<file path="src/rtl/rc4_prga_decryptor.sv">
// -----------------------------------------------------------------------------
// rc4_prga_decryptor
//
// Runs the RC4 pseudo-random generation algorithm over an S array that has
// already been key-scheduled into an external synchronous S-RAM. Each
// keystream byte is XORed with one byte of an encrypted-message ROM and
// written to a result RAM. Every decrypted byte is classified as plaintext
// (lower-case letter or space). Any other byte raises `invalid` and, when
// ABORT_ON_INVALID is set, ends the run early.
//
// One byte takes exactly nine cycles:
//   RD_SI -> WAIT_SI -> RD_SJ -> WAIT_SJ -> WR_I -> WR_J -> RD_F -> WAIT_F
//   -> WR_DEC
// Both RAMs have a one-cycle read latency. An address driven in one cycle
// returns its data at the end of the next cycle, so each read state is
// followed by a WAIT state that captures the data.
//
// Ports
//   clk              : sole clock, rising edge
//   reset            : synchronous, active-low
//   start            : run request; only a rising edge is acted on
//   finished         : high in DONE until the next start edge
//   invalid          : a decrypted byte fell outside the plaintext set
//   s_address        : S-RAM address
//   s_ram_in         : S-RAM write data
//   s_write_enable   : S-RAM write enable
//   s_ram_out        : S-RAM read data
//   msg_address      : encrypted-message ROM address
//   msg_ram_out      : encrypted-message ROM read data
//   dec_address      : result RAM address
//   dec_data         : result RAM write data
//   dec_write_enable : result RAM write enable
// -----------------------------------------------------------------------------
module rc4_prga_decryptor #(
   parameter int RAM_WIDTH        = 8,
   parameter int RAM_LENGTH       = 8,
   parameter int MSG_LENGTH       = 32,
   parameter int MSG_ADDR_WIDTH   = 5,
   parameter int ABORT_ON_INVALID = 1
) (
   input  logic                      clk,
   input  logic                      reset,
   input  logic                      start,
   output logic                      finished,
   output logic                      invalid,
   input  logic [RAM_WIDTH-1:0]      s_ram_out,
   output logic [RAM_LENGTH-1:0]     s_address,
   output logic [RAM_WIDTH-1:0]      s_ram_in,
   output logic                      s_write_enable,
   output logic [MSG_ADDR_WIDTH-1:0] msg_address,
   input  logic [RAM_WIDTH-1:0]      msg_ram_out,
   output logic [MSG_ADDR_WIDTH-1:0] dec_address,
   output logic [RAM_WIDTH-1:0]      dec_data,
   output logic                      dec_write_enable
);

   localparam logic [3:0] IDLE    = 4'd0;
   localparam logic [3:0] RD_SI   = 4'd1;
   localparam logic [3:0] WAIT_SI = 4'd2;
   localparam logic [3:0] RD_SJ   = 4'd3;
   localparam logic [3:0] WAIT_SJ = 4'd4;
   localparam logic [3:0] WR_I    = 4'd5;
   localparam logic [3:0] WR_J    = 4'd6;
   localparam logic [3:0] RD_F    = 4'd7;
   localparam logic [3:0] WAIT_F  = 4'd8;
   localparam logic [3:0] WR_DEC  = 4'd9;
   localparam logic [3:0] DONE    = 4'd10;

   localparam logic [MSG_ADDR_WIDTH-1:0] LAST_K = MSG_ADDR_WIDTH'(MSG_LENGTH - 1);

   logic [3:0]                state;
   logic [RAM_LENGTH-1:0]     i;
   logic [RAM_LENGTH-1:0]     j;
   logic [MSG_ADDR_WIDTH-1:0] k;
   logic [RAM_WIDTH-1:0]      si;
   logic [RAM_WIDTH-1:0]      sj;
   logic [RAM_WIDTH-1:0]      f;
   logic [RAM_WIDTH-1:0]      enc;
   logic                      invalid_q;
   logic                      start_q;

   logic                      start_rise;
   logic [RAM_WIDTH-1:0]      dec_byte;
   logic                      dec_plain;

   function automatic logic is_plain(input logic [RAM_WIDTH-1:0] b);
      return ((b >= RAM_WIDTH'('h61)) && (b <= RAM_WIDTH'('h7A))) ||
             (b == RAM_WIDTH'('h20));
   endfunction

   assign start_rise = start & ~start_q;
   assign dec_byte   = f ^ enc;
   assign dec_plain  = is_plain(dec_byte);

   // i, j and the F index are RAM_LENGTH bits wide, so the mod-256 of RC4
   // falls out of plain wrap-around.
   // NOTE: sequential state uses non-blocking assignments only, so every
   // register sees the pre-edge values of the others regardless of order.
   always_ff @(posedge clk) begin
      // The start sampler tracks start even during reset, so a level held
      // through reset release is not mistaken for a fresh edge.
      start_q <= start;
      if (!reset) begin
         state     <= IDLE;
         i         <= '0;
         j         <= '0;
         k         <= '0;
         si        <= '0;
         sj        <= '0;
         f         <= '0;
         enc       <= '0;
         invalid_q <= 1'b0;
      end else begin
         case (state)
            IDLE, DONE: begin
               if (start_rise) begin
                  i         <= RAM_LENGTH'(1);
                  j         <= '0;
                  k         <= '0;
                  invalid_q <= 1'b0;
                  state     <= RD_SI;
               end else if (state == IDLE) begin
                  i <= '0;
                  j <= '0;
                  k <= '0;
               end
            end
            RD_SI:   state <= WAIT_SI;
            WAIT_SI: begin
               si    <= s_ram_out;
               j     <= j + RAM_LENGTH'(s_ram_out);
               state <= RD_SJ;
            end
            RD_SJ:   state <= WAIT_SJ;
            WAIT_SJ: begin
               sj    <= s_ram_out;
               state <= WR_I;
            end
            WR_I:    state <= WR_J;
            WR_J:    state <= RD_F;
            RD_F:    state <= WAIT_F;
            WAIT_F: begin
               f     <= s_ram_out;
               enc   <= msg_ram_out;
               state <= WR_DEC;
            end
            WR_DEC: begin
               k <= k + MSG_ADDR_WIDTH'(1);
               i <= i + RAM_LENGTH'(1);
               if (!dec_plain) invalid_q <= 1'b1;
               if ((!dec_plain && (ABORT_ON_INVALID != 0)) || (k == LAST_K))
                  state <= DONE;
               else
                  state <= RD_SI;
            end
            default: state <= IDLE;
         endcase
      end
   end

   // Outputs are decoded from the state and forced to zero while reset is
   // low. A reset that lands mid-run therefore blocks the write that would
   // otherwise hit the RAM on that same edge.
   // NOTE: every output gets a default before the case, so no path leaves
   // one unassigned and no latch is inferred.
   always_comb begin
      finished         = 1'b0;
      invalid          = 1'b0;
      s_address        = '0;
      s_ram_in         = '0;
      s_write_enable   = 1'b0;
      msg_address      = '0;
      dec_address      = '0;
      dec_data         = '0;
      dec_write_enable = 1'b0;
      if (reset) begin
         finished    = (state == DONE);
         invalid     = invalid_q;
         // The message read is issued in RD_SI. Holding k on the ROM for the
         // whole byte lets WAIT_F pick up the data without a second request.
         msg_address = k;
         case (state)
            RD_SI: s_address = i;
            RD_SJ: s_address = j;
            WR_I: begin
               s_address      = i;
               s_ram_in       = sj;
               s_write_enable = 1'b1;
            end
            WR_J: begin
               s_address      = j;
               s_ram_in       = si;
               s_write_enable = 1'b1;
            end
            RD_F:  s_address = RAM_LENGTH'(si) + RAM_LENGTH'(sj);
            WR_DEC: begin
               dec_address      = k;
               dec_data         = dec_byte;
               dec_write_enable = 1'b1;
            end
            default: ;
         endcase
      end
   end

endmodule

</file>
<file path="config.mk">
export PLATFORM = sky130hd
export DESIGN_NAME = rc4_prga_decryptor
export DESIGN_NICKNAME = d
export VERILOG_FILES = /design/src/rtl/rc4_prga_decryptor.sv
export SDC_FILE = /design/constraint.sdc
export NUM_CORES = 1
export LEC_CHECK = 0
export ABC_AREA = 1
export CORE_ASPECT_RATIO = 1.75
export CORE_UTILIZATION = 40
export CTS_CLUSTER_DIAMETER = 80
export DETAILED_ROUTE_END_ITERATION = 10
export GPL_TIMING_DRIVEN = 0
export PLACE_DENSITY = 0.58
export SYNTH_ARGS = -nofsm -noshare
export SYNTH_HDL_FRONTEND = slang
export SYNTH_SLANG_ARGS = --single-unit
export TNS_END_PERCENT = 5
</file>
<file path="constraint.sdc">
create_clock -name clk -period 3.4 [get_ports clk]
set_clock_uncertainty 0.2 [all_clocks]
set_input_delay 0.34 -clock clk [delete_from_list [all_inputs] [get_ports clk]]
set_output_delay 0.34 -clock clk [all_outputs]
set_load 0.01 [all_outputs]
</file>
==> results.md, run 1 <==
- Outcome: finished clean
- Crit path launch type: flip-flop
- Average vias per placed instance: 5.07
- Port bufs: 55
- Die W: 74.4 µm
- Layout Cells excl Fill: 732
- Initial DRC count: 150
- WS Path Type: flip-flop to output port
- VDD IR-drop max: 341 µV
- Post-synth net total: 582
- Slew Limit Headroom: 0.575
- Syn Inst Count: 544
- Post-route ant nets: 0
- Die H: 129 µm
- Worst skew pair latency: 330 ps
- Setup crit end kind: output port
- DRC: 0
- Max-slew violations: 0
- Reg area: 1180 µm²
- Comb pwr share: 0.343
- Leak Pwr: 2.07 nW
- Min Tclk post-route: 3120 ps
- GRT Overall Usage: 0.243
- H-tree levels: 3
- Cell Area, Synth: 3670 µm²
- RSZ-0062 raised after global routing: no
- Total die area: 9590 µm²
- # diodes: 0
- Layout cell share with drive strength beyond 1: 0.0911
- CTS Buf Count: 9
- Largest net degree at the start of global routing: 11
- Post-DR wirelength/cell: 14.5 µm
- Slew @ Worst Pin: 637 ps
- First drt pass iteration count: 4
- Distinct cells, synth: 43
- Post-CTS Setup Inserts: 0
- Fillers: 914
- CP Max Fanout: 4
- CTS sink count: 59
- Post-synthesis sequential area ratio: 0.322
- Hold Path Class: input port to flip-flop
- Leading cell type in the layout, fill and taps excluded: nand2_1
- Commonest non-fill, non-tap cells in the layout: 110 x nand2_1, 71 x inv_1, 68 x nor2_1
- Post-route clock period utilization: 0.916
- Initial antenna violation count: 0
- F_max: 321 MHz
- Pre-CTS WS: 560 ps
- Final setup margin: 284 ps
- Syn-to-layout area delta: 29.3%
- Clk slew on worst S/H paths: 50 ps
- Clock share of power: 0.363
- Switch share: 0.368
- Final #Nets: 648
- TNS Setup: 0 ps
- TritonCTS clock tree: yes
- First-pass GRT wire length: 17300 µm
- Critical Path RT: 2860 ps
- Remaining Overflow, GRT: 0
- Final core occ: 0.541
- Root buffer cell: clkbuf_16
- Longest Clk Path Bufs: 2
- Syn_area_per_cell: 6.75 µm²
- Area of the multi-input gates: 2090 µm²
- PD cells: 673 nW/µm²
- DRT Wirelength: 10600 µm
- Rows: 45
- DR vias: 3708
- Starting density of the core: 0.418
- Pwr Total: 3.20 mW
- Seq pwr share: 0.294
- Area of the core: 8780 µm²
- Synth Warn #: 0
- Final Wtd Congestion: 0.896
- Hold Worst Slack: 220 ps
- Pint: 2.02 mW
- DP Cell Count: 716
- Vias in the first global route: 3671
- Max Cap Viol: 0
- DPL Wire Length: 8050 µm
- Placed cell area: 4370 µm²
- Hold Violations, Final: 0
- P_sw: 1.18 mW
- Synth Register Bits: 59
- Final count of negative-setup-slack endpoints: 0
- # IOs: 57
- Final instance area: 4750 µm²
- Crit path DAT: 2580 ps
## final timing paths
path	from	end	depth (start not counted)	slack, ps
worst max-delay path	si[2]$_SDFFE_PN0P_	s_address[5]	11	280
worst min-delay path	reset	k[4]$_SDFFE_PN0P_	3	220
worst max register to register	j[0]$_SDFFE_PN0P_	j[6]$_SDFFE_PN0P_	11	1400
worst min register to register	enc[1]$_SDFFE_PN0P_	enc[1]$_SDFFE_PN0P_	2	270
## cells in the mapped netlist
library cell  instances  area share
nand4_1               1      0.0017
nand3_1              32       0.044
xnor2_1               2      0.0048
inv_6                 1      0.0024
buf_6                 4       0.012
buf_4                 1      0.0020
o21bai_1              1      0.0020
dfxtp_1              59        0.32
a221oi_1              1      0.0024
buf_1                 1      0.0010
nor2_8                1      0.0054
nor2_2                5      0.0085
o22ai_1               3      0.0051
a2111oi_2             1      0.0041
xor2_1                3      0.0072
nand2_4               2      0.0061
a22oi_1               6       0.012
o31a_1                1      0.0024
a21o_1                1      0.0020
fa_1                  2       0.011
nand2_2               4      0.0068
buf_2                 3      0.0041
nor3_1                5      0.0068
a221oi_2              3       0.012
nor2_1               68       0.069
nor3_4                1      0.0044
inv_1                71       0.073
nand3b_1              2      0.0041
and3_1                2      0.0034
ha_1                 17       0.058
nor2_4                7       0.021
clkinv_1              1      0.0010
o21ai_1               1      0.0014
a211oi_1              1      0.0020
clkbuf_1              5      0.0051
o21ai_0              47       0.064
inv_4                 1      0.0017
a21oi_1              56       0.076
a32o_1                1      0.0027
nand2_1             110        0.11
inv_2                 7      0.0072
a31oi_1               2      0.0034
and2_1                1      0.0017
## worst max-delay path, cell delays in order (launching register included)
cell and delay [ps]:
dfxtp_1 320, ha_1 360, a21oi_1 140, nand2_1 110, nand2_1 90, nand2_1 70, nand2_1 60, nand2_1 60
a21oi_1 100, o21ai_0 160, a21oi_1 210, clkdlybuf4s50_1 560
## cell type report
cell class / count / area share
inverter: 81 / 0.0656
tap: 117 / 0.0308
sequential: 59 / 0.249
timing repair buffer: 55 / 0.116
clock buffer: 12 / 0.0540
clock inverter: 4 / 0.0253
multi-input combinational: 390 / 0.440
buffer: 14 / 0.0190
## cells by family (layout without fill, tap and decap cells)
family          Yosys count  count (layout)  synth area share
compound gates          125             125             0.192
xor+xnor                  5               5            0.0119
fa+ha+maj                19              19            0.0688
buf+inv                  95             166             0.109
flops                    59              59             0.322
simple gates            241             241             0.296
## registers in the layout (all words and copies together) (netlist names)
register   cells
invalid_q      1
si             8
i              8
k              5
j              8
state          4
enc            8
start_q        1
sj             8
f              8
## layer usage
layer,wire [µm],track usage,up-vias
met2,5250,0.426,78
met1,4400,0.264,1703
met3,358,0.0462,27
met4,587,0.139,0
li1,-,-,1900
met5,0,0,-
## power groups by stage
stage	clock (mW)	sequential, mW	combinational (mW)
floorplan	0	0.924	0.832
global placement	0	0.947	1.08
detailed placement	0	0.949	1.10
CTS	1.17	0.937	1.10
global route	1.21	0.959	1.25
finish	1.16	0.939	1.10
## timing repair
item | CTS | global route
hold buffers | 0 | 0
setup endpoints to repair | 0 | 1
gates resized for setup | 0 | 1
hold endpoints to repair | 0 | 0
(Power assumes the default switching activity.)
==> run 2, diff against run 1 <==
--- a/config.mk
+++ b/config.mk
@@ -6,12 +6,13 @@
 export NUM_CORES = 1
 export LEC_CHECK = 0
 export ABC_AREA = 1
-export CORE_ASPECT_RATIO = 1.75
+export CORE_ASPECT_RATIO = 1.1
 export CORE_UTILIZATION = 40
 export CTS_CLUSTER_DIAMETER = 80
 export DETAILED_ROUTE_END_ITERATION = 10
 export GPL_TIMING_DRIVEN = 0
-export PLACE_DENSITY = 0.58
+export PLACE_DENSITY = 0.63
+export SKIP_LAST_GASP = 1
 export SYNTH_ARGS = -nofsm -noshare
 export SYNTH_HDL_FRONTEND = slang
 export SYNTH_SLANG_ARGS = --single-unit
==> results.md, run 2 (synthesis gave the netlist of run 1 again) <==
- Cells on worst reg2reg path: 11 (unchanged)
- Die H: 103 µm (-20%)
- Largest net degree at the start of global routing: 11 (unchanged)
- Reg2Reg Launch Point: j[0]$_SDFFE_PN0P_
- Max-slew violations: 0 (unchanged)
- Slew @ Worst Pin: 599 ps (-38.6 ps)
- Reg area: 1180 µm² (unchanged)
- Initial antenna violation count: 0 (unchanged)
- Fillers: 906 (-0.88%)
- H-tree levels: 3 (unchanged)
- Reg2Reg Setup Slack: 1360 ps (-40 ps)
- Longest Clk Path Bufs: 2 (unchanged)
- Commonest non-fill, non-tap cells in the layout: 110 x nand2_1, 71 x inv_1, 68 x nor2_1
- Slowest CP cell: clkdlybuf4s50_1
- Final count of negative-setup-slack endpoints: 0 (unchanged)
- First-pass GRT wire length: 16100 µm (-6.8%)
- Worst skew pair latency: 350 ps (+20 ps)
- Hold Violations, Final: 0 (unchanged)
- Initial DRC count: 195 (+30%)
- # IOs: 57 (unchanged)
- TritonCTS clock tree: yes
- Critical Path RT: 2860 ps (about the same)
- CP max stage delay: 570 ps (about the same)
- Leak Pwr: 1.96 nW (-5.1%)
- Average vias per placed instance: 5.05 (-0.32%)
- Leading cell type in the layout, fill and taps excluded: nand2_1
- DRC: 0 (unchanged)
- First drt pass iteration count: 4 (unchanged)
- Syn-to-layout area delta: 23.7%
- DPL Wire Length: 7570 µm (-5.9%)
- Port bufs: 55 (unchanged)
- PD cells: 579 nW/µm² (-14%)
- Remaining Overflow, GRT: 0 (unchanged)
- Area of the core: 8870 µm² (+1.0%)
- Min Tclk post-route: 3180 ps (+67.6 ps)
- DR vias: 3676 (-0.86%)
- Hold Path Class: input port to flip-flop
- Rows: 36 (-20%)
- Post-route clock period utilization: 0.936 (+0.0199)
- CP startpoint: si[0]$_SDFFE_PN0P_
- Crit path launch type: flip-flop
- RSZ-0062 raised after global routing: no
- Pre-CTS WS: 597 ps (+37.0 ps)
- Root buffer cell: clkbuf_8
- Pwr Total: 2.63 mW (-18%)
- Post-CTS Setup Inserts: 0 (unchanged)
- Layout cell share with drive strength beyond 1: 0.0896 (-0.00148)
- Outcome: finished clean
- DRT Wirelength: 9980 µm (-5.9%)
- Vias in the first global route: 3371 (-8.2%)
- CP Max Fanout: 3 (-1)
- Worst path depth: 13 (+2)
- Die W: 93.4 µm (+25%)
- VDD IR-drop max: 240 µV (-30%)
- Crit path capture: s_address[6]
- CP bufs+invs: 3 (+2)
- Post-DR wirelength/cell: 13.7 µm (-5.4%)
- GRT Overall Usage: 0.221 (-0.0219)
- Setup crit end kind: output port
- CP top delay family: buffers and inverters
- Area of the multi-input gates: 2090 µm² (unchanged)
- Clk slew on worst S/H paths: 70 ps (+20 ps)
- Starting density of the core: 0.414 (-0.00425)
- Total die area: 9570 µm² (-0.15%)
- Final Wtd Congestion: 0.876 (-2.3%)
- Slew Limit Headroom: 0.601 (+0.0257)
- CP cell instances: ha_1, inv_1, fa_1, inv_1, nand3_1, nand2_1, nand2_1, nand2_1, nand2_1, nand2_1, o21ai_0, a21oi_1, clkdlybuf4s50_1
- CTS Buf Count: 9 (unchanged)
- Final #Nets: 648 (unchanged)
- TNS Setup: 0 ps (unchanged)
- Cell mode on critical path: nand2_1
- CTS resizes: 0 (unchanged)
- Hold bufs inserted after CTS: 0 (unchanged)
- # diodes: 0 (unchanged)
- WS Path Type: flip-flop to output port
- Final setup margin: 216 ps (-67.6 ps)
- Reg-to-reg endpoint: j[6]$_SDFFE_PN0P_
- Crit path DAT: 2640 ps (+60 ps)
- Max Cap Viol: 0 (unchanged)
- F_max: 314 MHz (-2.1%)
- Post-route ant nets: 0 (unchanged)
- CTS sink count: 59 (unchanged)
run 2: worst min-delay path by stage:
stage	end	slack (ps)	cells after the start	start
global route	k[1]$_SDFFE_PN0P_	250	3	reset
CTS	k[4]$_SDFFE_PN0P_	190	3	reset
finish	k[1]$_SDFFE_PN0P_	200	3	reset
floorplan	start_q$_DFF_P_	170	0	start
detailed placement	f[2]$_SDFFE_PN0P_	260	2	f[2]$_SDFFE_PN0P_
global placement	enc[1]$_SDFFE_PN0P_	250	2	enc[1]$_SDFFE_PN0P_
run 2: power by group:
part,switching [mW],internal (mW),leakage (nW),total (mW)
sequential,0.110,0.828,0.479,0.938
clock,0.285,0.318,0.0953,0.603
combinational,0.731,0.360,1.39,1.09
total,1.13,1.51,1.96,2.63
run 2: stage by stage:
step           cell area, µm²  utilization  hold slack (ps)  cells
3_3_place_gp             4370        0.492              254    713
3_5_place_dp             4370        0.492              265    713
4_1_cts                  4550        0.512              192    728
5_1_grt                  4550        0.512              252    728
2_1_floorplan            3670            -              168    544
6_report                 4550        0.512              196    728
run 2: worst reg2reg max path: stages (launching register included):
cell and delay [ps]:
dfxtp_1 330, ha_1 210, fa_1 410, nand3_1 90
nand2_1 90, nand2_1 80, nand2_1 60, a21oi_1 180
nor2_1 70, nor2_1 90, nand2_1 60, a21oi_1 110
run 2: area by class of cell:
cell class,instances,share of cell area
inverters,81,0.0685
plain buffers,14,0.0198
repair buffers,55,0.121
clock buffers,13,0.0372
clock inverters,2,0.00220
multi-input cells,390,0.460
flip-flops and latches,59,0.260
well taps,114,0.0314
run 2: layer usage:
layer / vias up / track usage / part of all wire
met5: - / 0 / 0
met4: 0 / 0.0840 / 0.010
met3: 9 / 0.0361 / 0.036
met2: 67 / 0.374 / 0.48
met1: 1698 / 0.284 / 0.47
li1: 1902 / - / -
